--- config.mk ---
export PLATFORM = sky130hd
export DESIGN_NAME = x_top_bus_arb_flat
export DESIGN_NICKNAME = d
export VERILOG_FILES = /design/src/rtl/x_top_bus_arb_pkg.sv /design/src/rtl/x_top_bus_arb_if.sv /design/src/rtl/x_top_bus_arb_rr_arb.sv /design/src/rtl/x_top_bus_arb.sv /design/src/flat_wrapper.sv
export SDC_FILE = /design/constraint.sdc
export NUM_CORES = 1
export LEC_CHECK = 0
export BUFFER_PORTS_ARGS = -buffer_cell sky130_fd_sc_hd__buf_4
export CAP_MARGIN = 20
export CORE_MARGIN = 10
export CORE_UTILIZATION = 44
export CTS_CLUSTER_DIAMETER = 50
export CTS_CLUSTER_SIZE = 8
export DETAILED_ROUTE_END_ITERATION = 12
export PLACE_DENSITY = 0.81
export SLEW_MARGIN = 20
export SYNTH_ARGS = -nofsm -noshare
export SYNTH_HDL_FRONTEND = slang
export SYNTH_SLANG_ARGS = --single-unit
--- constraint.sdc ---
create_clock -name i_clk -period 1.6 [get_ports i_clk]
set_input_delay 0.32 -clock i_clk [delete_from_list [all_inputs] [get_ports i_clk]]
set_output_delay 0.32 -clock i_clk [all_outputs]
set_load 0.01 [all_outputs]
--- src/rtl/x_top_bus_arb_pkg.sv ---
// Shared types and helpers for the x_top bus arbiter: FSM states, abort data, grant width.
package x_top_pkg;

   typedef enum logic [1:0] {
      ST_IDLE = 2'd0,
      ST_REQ  = 2'd1,
      ST_RESP = 2'd2
   } state_e;

   // Read data a master sees when its slave access is aborted by the watchdog.
   localparam logic [31:0] c_err_data = 32'hDEADBEEF;

   // Width of a master index; a single master still needs one bit.
   function automatic int grant_w(input int n);
      return (n > 1) ? $clog2(n) : 1;
   endfunction

endpackage

--- src/rtl/x_top_bus_arb_if.sv ---
// Bus bundle between N requesting masters, the arbiter and the shared slave.
// The arbiter takes the slave modport; whatever drives the masters and the slave takes master.
interface x_top_bus_arb_if
   import x_top_pkg::*;
#(
   parameter int p_masters = 2,
   parameter int p_addr_w  = 32,
   parameter int p_data_w  = 32
);
   localparam int lp_gw = grant_w(p_masters);

   logic [p_masters-1:0]          i_m_valid;
   logic [p_masters-1:0]          i_m_rnw;
   logic [p_masters*p_addr_w-1:0] i_m_addr;
   logic [p_masters*p_data_w-1:0] i_m_data;
   logic [p_masters-1:0]          o_m_accept;
   logic [p_masters-1:0]          o_m_err;
   logic [p_data_w-1:0]           o_m_data;

   logic                          o_s_valid;
   logic                          o_s_rnw;
   logic [p_addr_w-1:0]           o_s_addr;
   logic [p_data_w-1:0]           o_s_data;
   logic                          i_s_accept;
   logic [p_data_w-1:0]           i_s_data;

   logic [lp_gw-1:0]              o_grant;

   modport slave (
      input  i_m_valid, i_m_rnw, i_m_addr, i_m_data, i_s_accept, i_s_data,
      output o_m_accept, o_m_err, o_m_data, o_s_valid, o_s_rnw, o_s_addr, o_s_data, o_grant
   );

   modport master (
      output i_m_valid, i_m_rnw, i_m_addr, i_m_data, i_s_accept, i_s_data,
      input  o_m_accept, o_m_err, o_m_data, o_s_valid, o_s_rnw, o_s_addr, o_s_data, o_grant
   );

endinterface

--- src/rtl/x_top_bus_arb_rr_arb.sv ---
// Combinational round-robin picker: first requester strictly after last_i, wrapping to 0.
module x_top_rr_arb #(
   parameter int p_masters = 2,
   parameter int p_gw      = 1
) (
   input  logic [p_masters-1:0] req_i,
   input  logic [p_gw-1:0]      last_i,
   output logic [p_gw-1:0]      win_o,
   output logic                 any_o
);

   logic found;

   // NOTE: every signal written here gets a default first, so no path can infer a latch.
   always_comb begin
      win_o = '0;
      found = 1'b0;
      // Upper segment (above the last winner) has priority over the wrapped lower segment.
      for (int i = 0; i < p_masters; i++) begin
         if (!found && req_i[i] && (i > int'(last_i))) begin
            found = 1'b1;
            win_o = p_gw'(i);
         end
      end
      for (int i = 0; i < p_masters; i++) begin
         if (!found && req_i[i] && (i <= int'(last_i))) begin
            found = 1'b1;
            win_o = p_gw'(i);
         end
      end
   end

   assign any_o = |req_i;

endmodule

--- src/rtl/x_top_bus_arb.sv ---
// N-master to 1-slave round-robin arbiter for the valid/accept memory bus.
// One transaction in flight; an optional watchdog aborts slave accesses that never complete.
module x_top_bus_arb
   import x_top_pkg::*;
#(
   parameter int          p_masters  = 2,
   parameter int          p_addr_w   = 32,
   parameter int          p_data_w   = 32,
   parameter int          p_timeout  = 0,
   parameter logic [31:0] p_err_data = c_err_data
) (
   input logic            i_clk,
   input logic            i_nrst,
   x_top_bus_arb_if.slave bus
);

   localparam int lp_gw   = grant_w(p_masters);
   localparam int lp_wd_w = (p_timeout > 1) ? $clog2(p_timeout) : 1;

   state_e                 state_q,    state_d;
   logic [lp_gw-1:0]       last_q,     last_d;
   logic [lp_gw-1:0]       grant_q,    grant_d;
   logic                   s_valid_q,  s_valid_d;
   logic                   s_rnw_q,    s_rnw_d;
   logic [p_addr_w-1:0]    s_addr_q,   s_addr_d;
   logic [p_data_w-1:0]    s_data_q,   s_data_d;
   logic [p_data_w-1:0]    m_data_q,   m_data_d;
   logic [p_masters-1:0]   m_accept_q, m_accept_d;
   logic [p_masters-1:0]   m_err_q,    m_err_d;
   logic [lp_wd_w-1:0]     wdog_q,     wdog_d;

   logic [lp_gw-1:0]       win;
   logic                   any_req;
   logic                   wd_expired;

   x_top_rr_arb #(
      .p_masters (p_masters),
      .p_gw      (lp_gw)
   ) u_rr_arb (
      .req_i  (bus.i_m_valid),
      .last_i (last_q),
      .win_o  (win),
      .any_o  (any_req)
   );

   assign wd_expired = (p_timeout != 0) && (int'(wdog_q) == p_timeout - 1);

   always_comb begin
      state_d    = state_q;
      last_d     = last_q;
      grant_d    = grant_q;
      s_valid_d  = s_valid_q;
      s_rnw_d    = s_rnw_q;
      s_addr_d   = s_addr_q;
      s_data_d   = s_data_q;
      m_data_d   = m_data_q;
      wdog_d     = wdog_q;
      m_accept_d = '0;
      m_err_d    = '0;

      unique case (state_q)
         ST_IDLE: begin
            if (any_req) begin
               grant_d   = win;
               s_valid_d = 1'b1;
               s_rnw_d   = bus.i_m_rnw[win];
               s_addr_d  = bus.i_m_addr[int'(win)*p_addr_w +: p_addr_w];
               s_data_d  = bus.i_m_data[int'(win)*p_data_w +: p_data_w];
               wdog_d    = '0;
               state_d   = ST_REQ;
            end
         end
         ST_REQ: begin
            // A slave accept on the expiry cycle still completes normally.
            if (bus.i_s_accept) begin
               m_data_d            = bus.i_s_data;
               s_valid_d           = 1'b0;
               m_accept_d[grant_q] = 1'b1;
               state_d             = ST_RESP;
            end else if (wd_expired) begin
               m_data_d            = p_data_w'(p_err_data);
               s_valid_d           = 1'b0;
               m_accept_d[grant_q] = 1'b1;
               m_err_d[grant_q]    = 1'b1;
               state_d             = ST_RESP;
            end else begin
               wdog_d = wdog_q + lp_wd_w'(1);
            end
         end
         ST_RESP: begin
            // No arbitration here: the completing master's valid is still high this cycle.
            last_d  = grant_q;
            state_d = ST_IDLE;
         end
         default: state_d = ST_IDLE;
      endcase
   end

   // NOTE: sequential state uses non-blocking assignments so every register samples pre-edge values.
   always_ff @(posedge i_clk) begin
      if (!i_nrst) begin
         state_q    <= ST_IDLE;
         last_q     <= lp_gw'(p_masters - 1);
         grant_q    <= '0;
         s_valid_q  <= 1'b0;
         s_rnw_q    <= 1'b0;
         s_addr_q   <= '0;
         s_data_q   <= '0;
         m_data_q   <= '0;
         m_accept_q <= '0;
         m_err_q    <= '0;
         wdog_q     <= '0;
      end else begin
         state_q    <= state_d;
         last_q     <= last_d;
         grant_q    <= grant_d;
         s_valid_q  <= s_valid_d;
         s_rnw_q    <= s_rnw_d;
         s_addr_q   <= s_addr_d;
         s_data_q   <= s_data_d;
         m_data_q   <= m_data_d;
         m_accept_q <= m_accept_d;
         m_err_q    <= m_err_d;
         wdog_q     <= wdog_d;
      end
   end

   assign bus.o_s_valid  = s_valid_q;
   assign bus.o_s_rnw    = s_rnw_q;
   assign bus.o_s_addr   = s_addr_q;
   assign bus.o_s_data   = s_data_q;
   assign bus.o_m_data   = m_data_q;
   assign bus.o_m_accept = m_accept_q;
   assign bus.o_m_err    = m_err_q;
   assign bus.o_grant    = grant_q;

endmodule

--- src/flat_wrapper.sv ---
// flat-port wrapper written by rule: the top's interface ports become plain ports
module x_top_bus_arb_flat import x_top_pkg::*;
#(
   parameter int          p_masters  = 2,
   parameter int          p_addr_w   = 32,
   parameter int          p_data_w   = 32,
   parameter int          p_timeout  = 0,
   parameter logic [31:0] p_err_data = c_err_data
)
  (i_clk, i_nrst, bus_i_m_valid, bus_i_m_rnw, bus_i_m_addr, bus_i_m_data, bus_i_s_accept, bus_i_s_data, bus_o_m_accept, bus_o_m_err, bus_o_m_data, bus_o_s_valid, bus_o_s_rnw, bus_o_s_addr, bus_o_s_data, bus_o_grant);
  x_top_bus_arb_if #(.p_masters(p_masters), .p_addr_w(p_addr_w), .p_data_w(p_data_w)) bus_i ();
  input logic i_clk;
  input logic i_nrst;
  input wire logic [$bits(bus_i.i_m_valid)-1:0] bus_i_m_valid;
  input wire logic [$bits(bus_i.i_m_rnw)-1:0] bus_i_m_rnw;
  input wire logic [$bits(bus_i.i_m_addr)-1:0] bus_i_m_addr;
  input wire logic [$bits(bus_i.i_m_data)-1:0] bus_i_m_data;
  input wire logic [$bits(bus_i.i_s_accept)-1:0] bus_i_s_accept;
  input wire logic [$bits(bus_i.i_s_data)-1:0] bus_i_s_data;
  output wire logic [$bits(bus_i.o_m_accept)-1:0] bus_o_m_accept;
  output wire logic [$bits(bus_i.o_m_err)-1:0] bus_o_m_err;
  output wire logic [$bits(bus_i.o_m_data)-1:0] bus_o_m_data;
  output wire logic [$bits(bus_i.o_s_valid)-1:0] bus_o_s_valid;
  output wire logic [$bits(bus_i.o_s_rnw)-1:0] bus_o_s_rnw;
  output wire logic [$bits(bus_i.o_s_addr)-1:0] bus_o_s_addr;
  output wire logic [$bits(bus_i.o_s_data)-1:0] bus_o_s_data;
  output wire logic [$bits(bus_i.o_grant)-1:0] bus_o_grant;
  assign bus_i.i_m_valid = bus_i_m_valid;
  assign bus_i.i_m_rnw = bus_i_m_rnw;
  assign bus_i.i_m_addr = bus_i_m_addr;
  assign bus_i.i_m_data = bus_i_m_data;
  assign bus_i.i_s_accept = bus_i_s_accept;
  assign bus_i.i_s_data = bus_i_s_data;
  assign bus_o_m_accept = bus_i.o_m_accept;
  assign bus_o_m_err = bus_i.o_m_err;
  assign bus_o_m_data = bus_i.o_m_data;
  assign bus_o_s_valid = bus_i.o_s_valid;
  assign bus_o_s_rnw = bus_i.o_s_rnw;
  assign bus_o_s_addr = bus_i.o_s_addr;
  assign bus_o_s_data = bus_i.o_s_data;
  assign bus_o_grant = bus_i.o_grant;
  x_top_bus_arb #(.p_masters(p_masters), .p_addr_w(p_addr_w), .p_data_w(p_data_w), .p_timeout(p_timeout), .p_err_data(p_err_data)) u_core (.i_clk(i_clk), .i_nrst(i_nrst), .bus(bus_i));
endmodule
==> flow_summary.html <==
<table>
<tr><th>Metric</th><th>Value</th></tr>
<tr><th colspan="2">Global route</th></tr>
<tr><td>Total gr overflow</td><td>0</td></tr>
<tr><td>Vias in the first global route</td><td>4939</td></tr>
<tr><td>Global-route wire length before repair</td><td>24800 µm</td></tr>
<tr><td>Initial antenna violation count</td><td>0</td></tr>
<tr><td>Maximum number of pins on one net before global-route repair</td><td>44</td></tr>
<tr><td>GRT Resource Usage Total</td><td>0.206</td></tr>
<tr><th colspan="2">Place</th></tr>
<tr><td>Routability Congestion</td><td>0.825</td></tr>
<tr><td>Post-detail-place hpwl</td><td>12800 µm</td></tr>
<tr><td>PortBufs</td><td>267</td></tr>
<tr><td>Placed cell areas</td><td>6700 µm²</td></tr>
<tr><td>Worst setup slack after placement</td><td>0.0161 ns</td></tr>
<tr><th colspan="2">Floorplanning</th></tr>
<tr><td>Die outline width</td><td>122 µm</td></tr>
<tr><td>Die boundary height</td><td>122 µm</td></tr>
<tr><td>Initial core utilization</td><td>0.446</td></tr>
<tr><td>Core Rows</td><td>37</td></tr>
<tr><td>Number of primary I/O pins</td><td>270</td></tr>
<tr><td>Area of the core</td><td>10200 µm²</td></tr>
<tr><td>Full die area</td><td>14800 µm²</td></tr>
<tr><th colspan="2">Layout</th></tr>
<tr><td>Final net count</td><td>946</td></tr>
<tr><td>Antenna diode count</td><td>0</td></tr>
<tr><td>Layout Cell Area excl Fill</td><td>6900 µm²</td></tr>
<tr><td>Synthesis-to-layout area growth</td><td>52.0%</td></tr>
<tr><td>Fraction of layout instances using a drive strength above 1</td><td>0.440</td></tr>
<tr><td>Post-layout util</td><td>0.677</td></tr>
<tr><th colspan="2">Setup path</th></tr>
<tr><td>Slowest cell on the critical path</td><td>sky130_fd_sc_hd__dfxtp_1</td></tr>
<tr><td>Largest driver fanout on the critical path</td><td>38</td></tr>
<tr><td>Crit path depth</td><td>4</td></tr>
<tr><td>Endpoint required time on the critical path</td><td>1.85 ns</td></tr>
<tr><td>Critical path's largest stage delay</td><td>0.43 ns</td></tr>
<tr><td>Cells on worst reg2reg path</td><td>4</td></tr>
<tr><td>CP top delay family</td><td>compound AO/OA/AOI/OAI gates</td></tr>
<tr><td>Slack of the worst reg-to-reg path</td><td>0.23 ns</td></tr>
<tr><td>Worst setup path class</td><td>flop to flop</td></tr>
<tr><td>Count of buffering cells on the critical path with inverters included</td><td>1</td></tr>
<tr><td>Sort of element at the end of the critical path</td><td>flop</td></tr>
<tr><td>Launching element type of the critical path</td><td>flop</td></tr>
<tr><td>Series of cell instances along the critical path</td><td>a21bo_2 -&gt; buf_12 -&gt; nand2_1 -&gt; a311oi_1</td></tr>
<tr><td>Data arrival time of the worst path</td><td>1.63 ns</td></tr>
<tr><th colspan="2">Worst hold path</th></tr>
<tr><td>Worst hold path depth</td><td>2</td></tr>
<tr><td>Worst Hold Class</td><td>primary input to flop</td></tr>
<tr><th colspan="2">Clocking</th></tr>
<tr><td>Clock slew seen by the registers of the worst setup and hold paths</td><td>0.10 ns</td></tr>
<tr><td>Clock net sink count</td><td>104</td></tr>
<tr><td>Number of setup buffers added after CTS</td><td>0</td></tr>
<tr><td>Resized cells post-CTS</td><td>0</td></tr>
<tr><td>Clock tree from TritonCTS</td><td>yes</td></tr>
<tr><td>Worst skew pair latency</td><td>0.36 ns</td></tr>
<tr><td>Cell chosen for the clock root</td><td>sky130_fd_sc_hd__clkbuf_8</td></tr>
<tr><td>Maximum buffer depth of the clock tree</td><td>2</td></tr>
<tr><td>Cts hold-fix bufs</td><td>0</td></tr>
<tr><td>Number of CTS-inserted buffers</td><td>9</td></tr>
<tr><td>Total number of H-tree levels</td><td>3</td></tr>
<tr><th colspan="2">Detailed routing</th></tr>
<tr><td>Residual antenna-violating net count after detailed routing</td><td>0</td></tr>
<tr><td>DR WL/cell</td><td>17.9 µm</td></tr>
<tr><td>Via total after detailed routing</td><td>4840</td></tr>
<tr><td>Final routed wirelength across all metal layers</td><td>16500 µm</td></tr>
<tr><td>Count of unresolved DRC violations after routing</td><td>0</td></tr>
<tr><td>Starting DRT DRC Count</td><td>379</td></tr>
<tr><td>Routed vias/inst</td><td>5.26</td></tr>
<tr><td>Detailed-router iteration count before antenna repair</td><td>4</td></tr>
<tr><th colspan="2">Synth</th></tr>
<tr><td>Top area cells in the synthesized netlist</td><td>sky130_fd_sc_hd__dfxtp_1, sky130_fd_sc_hd__nand2_1, sky130_fd_sc_hd__a311oi_2</td></tr>
<tr><td>Number of warnings reported in the yosys synthesis log</td><td>0</td></tr>
<tr><td>Number of flops mapped to enable cells by yosys</td><td>0</td></tr>
<tr><td>Share of synthesized registers carrying an async set or reset</td><td>0</td></tr>
<tr><td>Register area share after synthesis</td><td>0.459</td></tr>
<tr><td>Fraction of synthesized cell area taken by the top area cell type</td><td>0.459</td></tr>
<tr><td>Number of flip-flops and latches in the synthesized netlist</td><td>104</td></tr>
<tr><td>Most used DFF post-synth</td><td>sky130_fd_sc_hd__dfxtp_1</td></tr>
<tr><td>Count of different cell masters after synthesis</td><td>27</td></tr>
<tr><td>Dominant cell type by area after synthesis</td><td>sky130_fd_sc_hd__dfxtp_1</td></tr>
<tr><td>Synthesized area divided by synthesized cell count</td><td>8.45 µm²</td></tr>
<tr><td>Gate count after technology mapping</td><td>537</td></tr>
<tr><td>Synthesized area</td><td>4540 µm²</td></tr>
<tr><th colspan="2">Flow run</th></tr>
<tr><td>Max_cap viols</td><td>0</td></tr>
<tr><th colspan="2">Pwr</th></tr>
<tr><td>Maximum vdd drop</td><td>0.430 mV</td></tr>
<tr><td>Internal power of the cells</td><td>4.48 mW</td></tr>
<tr><td>Clk network pwr share</td><td>0.263</td></tr>
<tr><td>Part of the power in registers</td><td>0.462</td></tr>
<tr><td>P_leak</td><td>3.07 nW</td></tr>
<tr><td>Power density of the placed cells</td><td>932 nW/µm²</td></tr>
<tr><td>Gate power share</td><td>0.275</td></tr>
<tr><td>Switching Power</td><td>1.94 mW</td></tr>
<tr><td>Switching portion of total power</td><td>0.302</td></tr>
<tr><th colspan="2">STA</th></tr>
<tr><td>Fin Setup TNS</td><td>0 ns</td></tr>
<tr><td>Final Max Tran Viols</td><td>0</td></tr>
<tr><td>Final-layout worst hold slack</td><td>0.173 ns</td></tr>
<tr><td>Fin Clk Skew</td><td>0.0168 ns</td></tr>
<tr><td>Unrepaired setup endpoints after global routing</td><td>false</td></tr>
<tr><td># setup viols final</td><td>0</td></tr>
<tr><td>Final cycle utilization of the critical path</td><td>0.858</td></tr>
<tr><td>Max Clk Rate</td><td>728 MHz</td></tr>
<tr><td>Final number of hold-violating endpoints</td><td>0</td></tr>
<tr><td>Final worst slack</td><td>0.226 ns</td></tr>
<tr><td>Minimum period implied by the final worst setup slack</td><td>1.37 ns</td></tr>
<tr><th colspan="2">Outcome</th></tr>
<tr><td>Status</td><td>completed</td></tr>
</table>
[layer usage]
| metal | vias up | global-route usage | wire, µm |
|---|---|---|---|
| li1 | 2362 | - | - |
| met1 | 2220 | 0.218 | 6270 |
| met2 | 223 | 0.358 | 8110 |
| met3 | 35 | 0.0777 | 1560 |
| met4 | 0 | 0.0931 | 507 |
| met5 | - | 0 | 0 |
[cells in the mapped netlist, types with 2 or more instances]
cell type	count
sky130_fd_sc_hd__a311oi_1	26
sky130_fd_sc_hd__buf_4	5
sky130_fd_sc_hd__a21oi_1	97
sky130_fd_sc_hd__clkbuf_1	30
sky130_fd_sc_hd__nor3_1	2
sky130_fd_sc_hd__o21a_1	2
sky130_fd_sc_hd__buf_6	5
sky130_fd_sc_hd__a311oi_2	39
sky130_fd_sc_hd__dfxtp_1	104
sky130_fd_sc_hd__nor2_1	2
sky130_fd_sc_hd__nand2_1	195
sky130_fd_sc_hd__buf_2	15
[layout by cell type, fill, tap and decap left out, types with 2 or more instances in the layout]
cell type / Yosys / layout
sky130_fd_sc_hd__a21oi_1: 97 / 97
sky130_fd_sc_hd__a311oi_1: 26 / 26
sky130_fd_sc_hd__a311oi_2: 39 / 39
sky130_fd_sc_hd__buf_12: 0 / 9
sky130_fd_sc_hd__buf_4: 5 / 276
sky130_fd_sc_hd__clkbuf_8: 0 / 9
sky130_fd_sc_hd__conb_1: 1 / 2
sky130_fd_sc_hd__dfxtp_1: 104 / 104
sky130_fd_sc_hd__inv_6: 0 / 2
sky130_fd_sc_hd__nand2_1: 195 / 195
sky130_fd_sc_hd__nor2_1: 2 / 2
sky130_fd_sc_hd__nor3_1: 2 / 2
sky130_fd_sc_hd__o21a_1: 2 / 2
[metrics by stage]
step | cells | power (mW)
CTS | 920 | 6.48
detailed placement | 904 | 4.81
global route | 920 | 6.73
finish | 920 | 6.43
global placement | 904 | 4.76
floorplan | 538 | 3.88
[state kept, by name, summed over array words and instances (netlist names)]
register	count
u_core.last_q	1
u_core.bus.o_m_data	32
u_core.bus.o_s_addr	32
u_core.bus.o_grant	1
u_core.bus.o_s_valid	1
u_core.bus.o_s_rnw	1
u_core.state_q	2
u_core.bus.o_m_accept	2
u_core.bus.o_s_data	32
[power by group through the flow]
stage	Combinational, mW	Sequential (mW)	Clock [mW]
final	1.77	2.97	1.69
after global routing	1.92	2.99	1.82
after CTS	1.79	2.97	1.73
after detailed placement	1.79	3.02	0
after global placement	1.75	3.01	0
after floorplan	0.769	3.11	0
[cell type report]
class	instances	area, µm²
clock buffers	10	128
clock inverters	6	75.1
fillers	809	3290
inverters	1	5.00
multi-input cells	378	2190
flip-flops and latches	104	2080
well taps	136	170
repair buffers	285	2250
[path summary, 6_finish.rpt]
check	to	startpoint
hold reg to reg	u_core.bus.o_m_data[27]$_SDFFE_PN0P_	u_core.bus.o_m_data[27]$_SDFFE_PN0P_
setup / recovery	u_core.bus.o_s_addr[3]$_SDFFE_PN0P_	u_core.last_q$_SDFFE_PN1N_
hold / removal	u_core.last_q$_SDFFE_PN1N_	i_nrst
setup reg to reg	u_core.bus.o_s_addr[3]$_SDFFE_PN0P_	u_core.last_q$_SDFFE_PN1N_
[kinds of logic (layout without fill, tap and decap cells)]
| group | Yosys count | in the layout | share of synthesized area |
|---|---|---|---|
| buffers and inverters | 56 | 302 | 0.0629 |
| DFF | 104 | 104 | 0.459 |
| muxes | 1 | 1 | 0.00221 |
| AOI/OAI and AO/OA | 168 | 168 | 0.297 |
| and+or+nand+nor | 207 | 207 | 0.178 |
| other | 1 | 2 | 0.000826 |
[worst reg2reg max path, stage by stage (launching register included)]
cell and delay, ns:
sky130_fd_sc_hd__dfxtp_1 0.43, sky130_fd_sc_hd__a21bo_2 0.26, sky130_fd_sc_hd__buf_12 0.22, sky130_fd_sc_hd__nand2_1 0.09, sky130_fd_sc_hd__a311oi_1 0.28
Power figures use the tool's default switching activity.
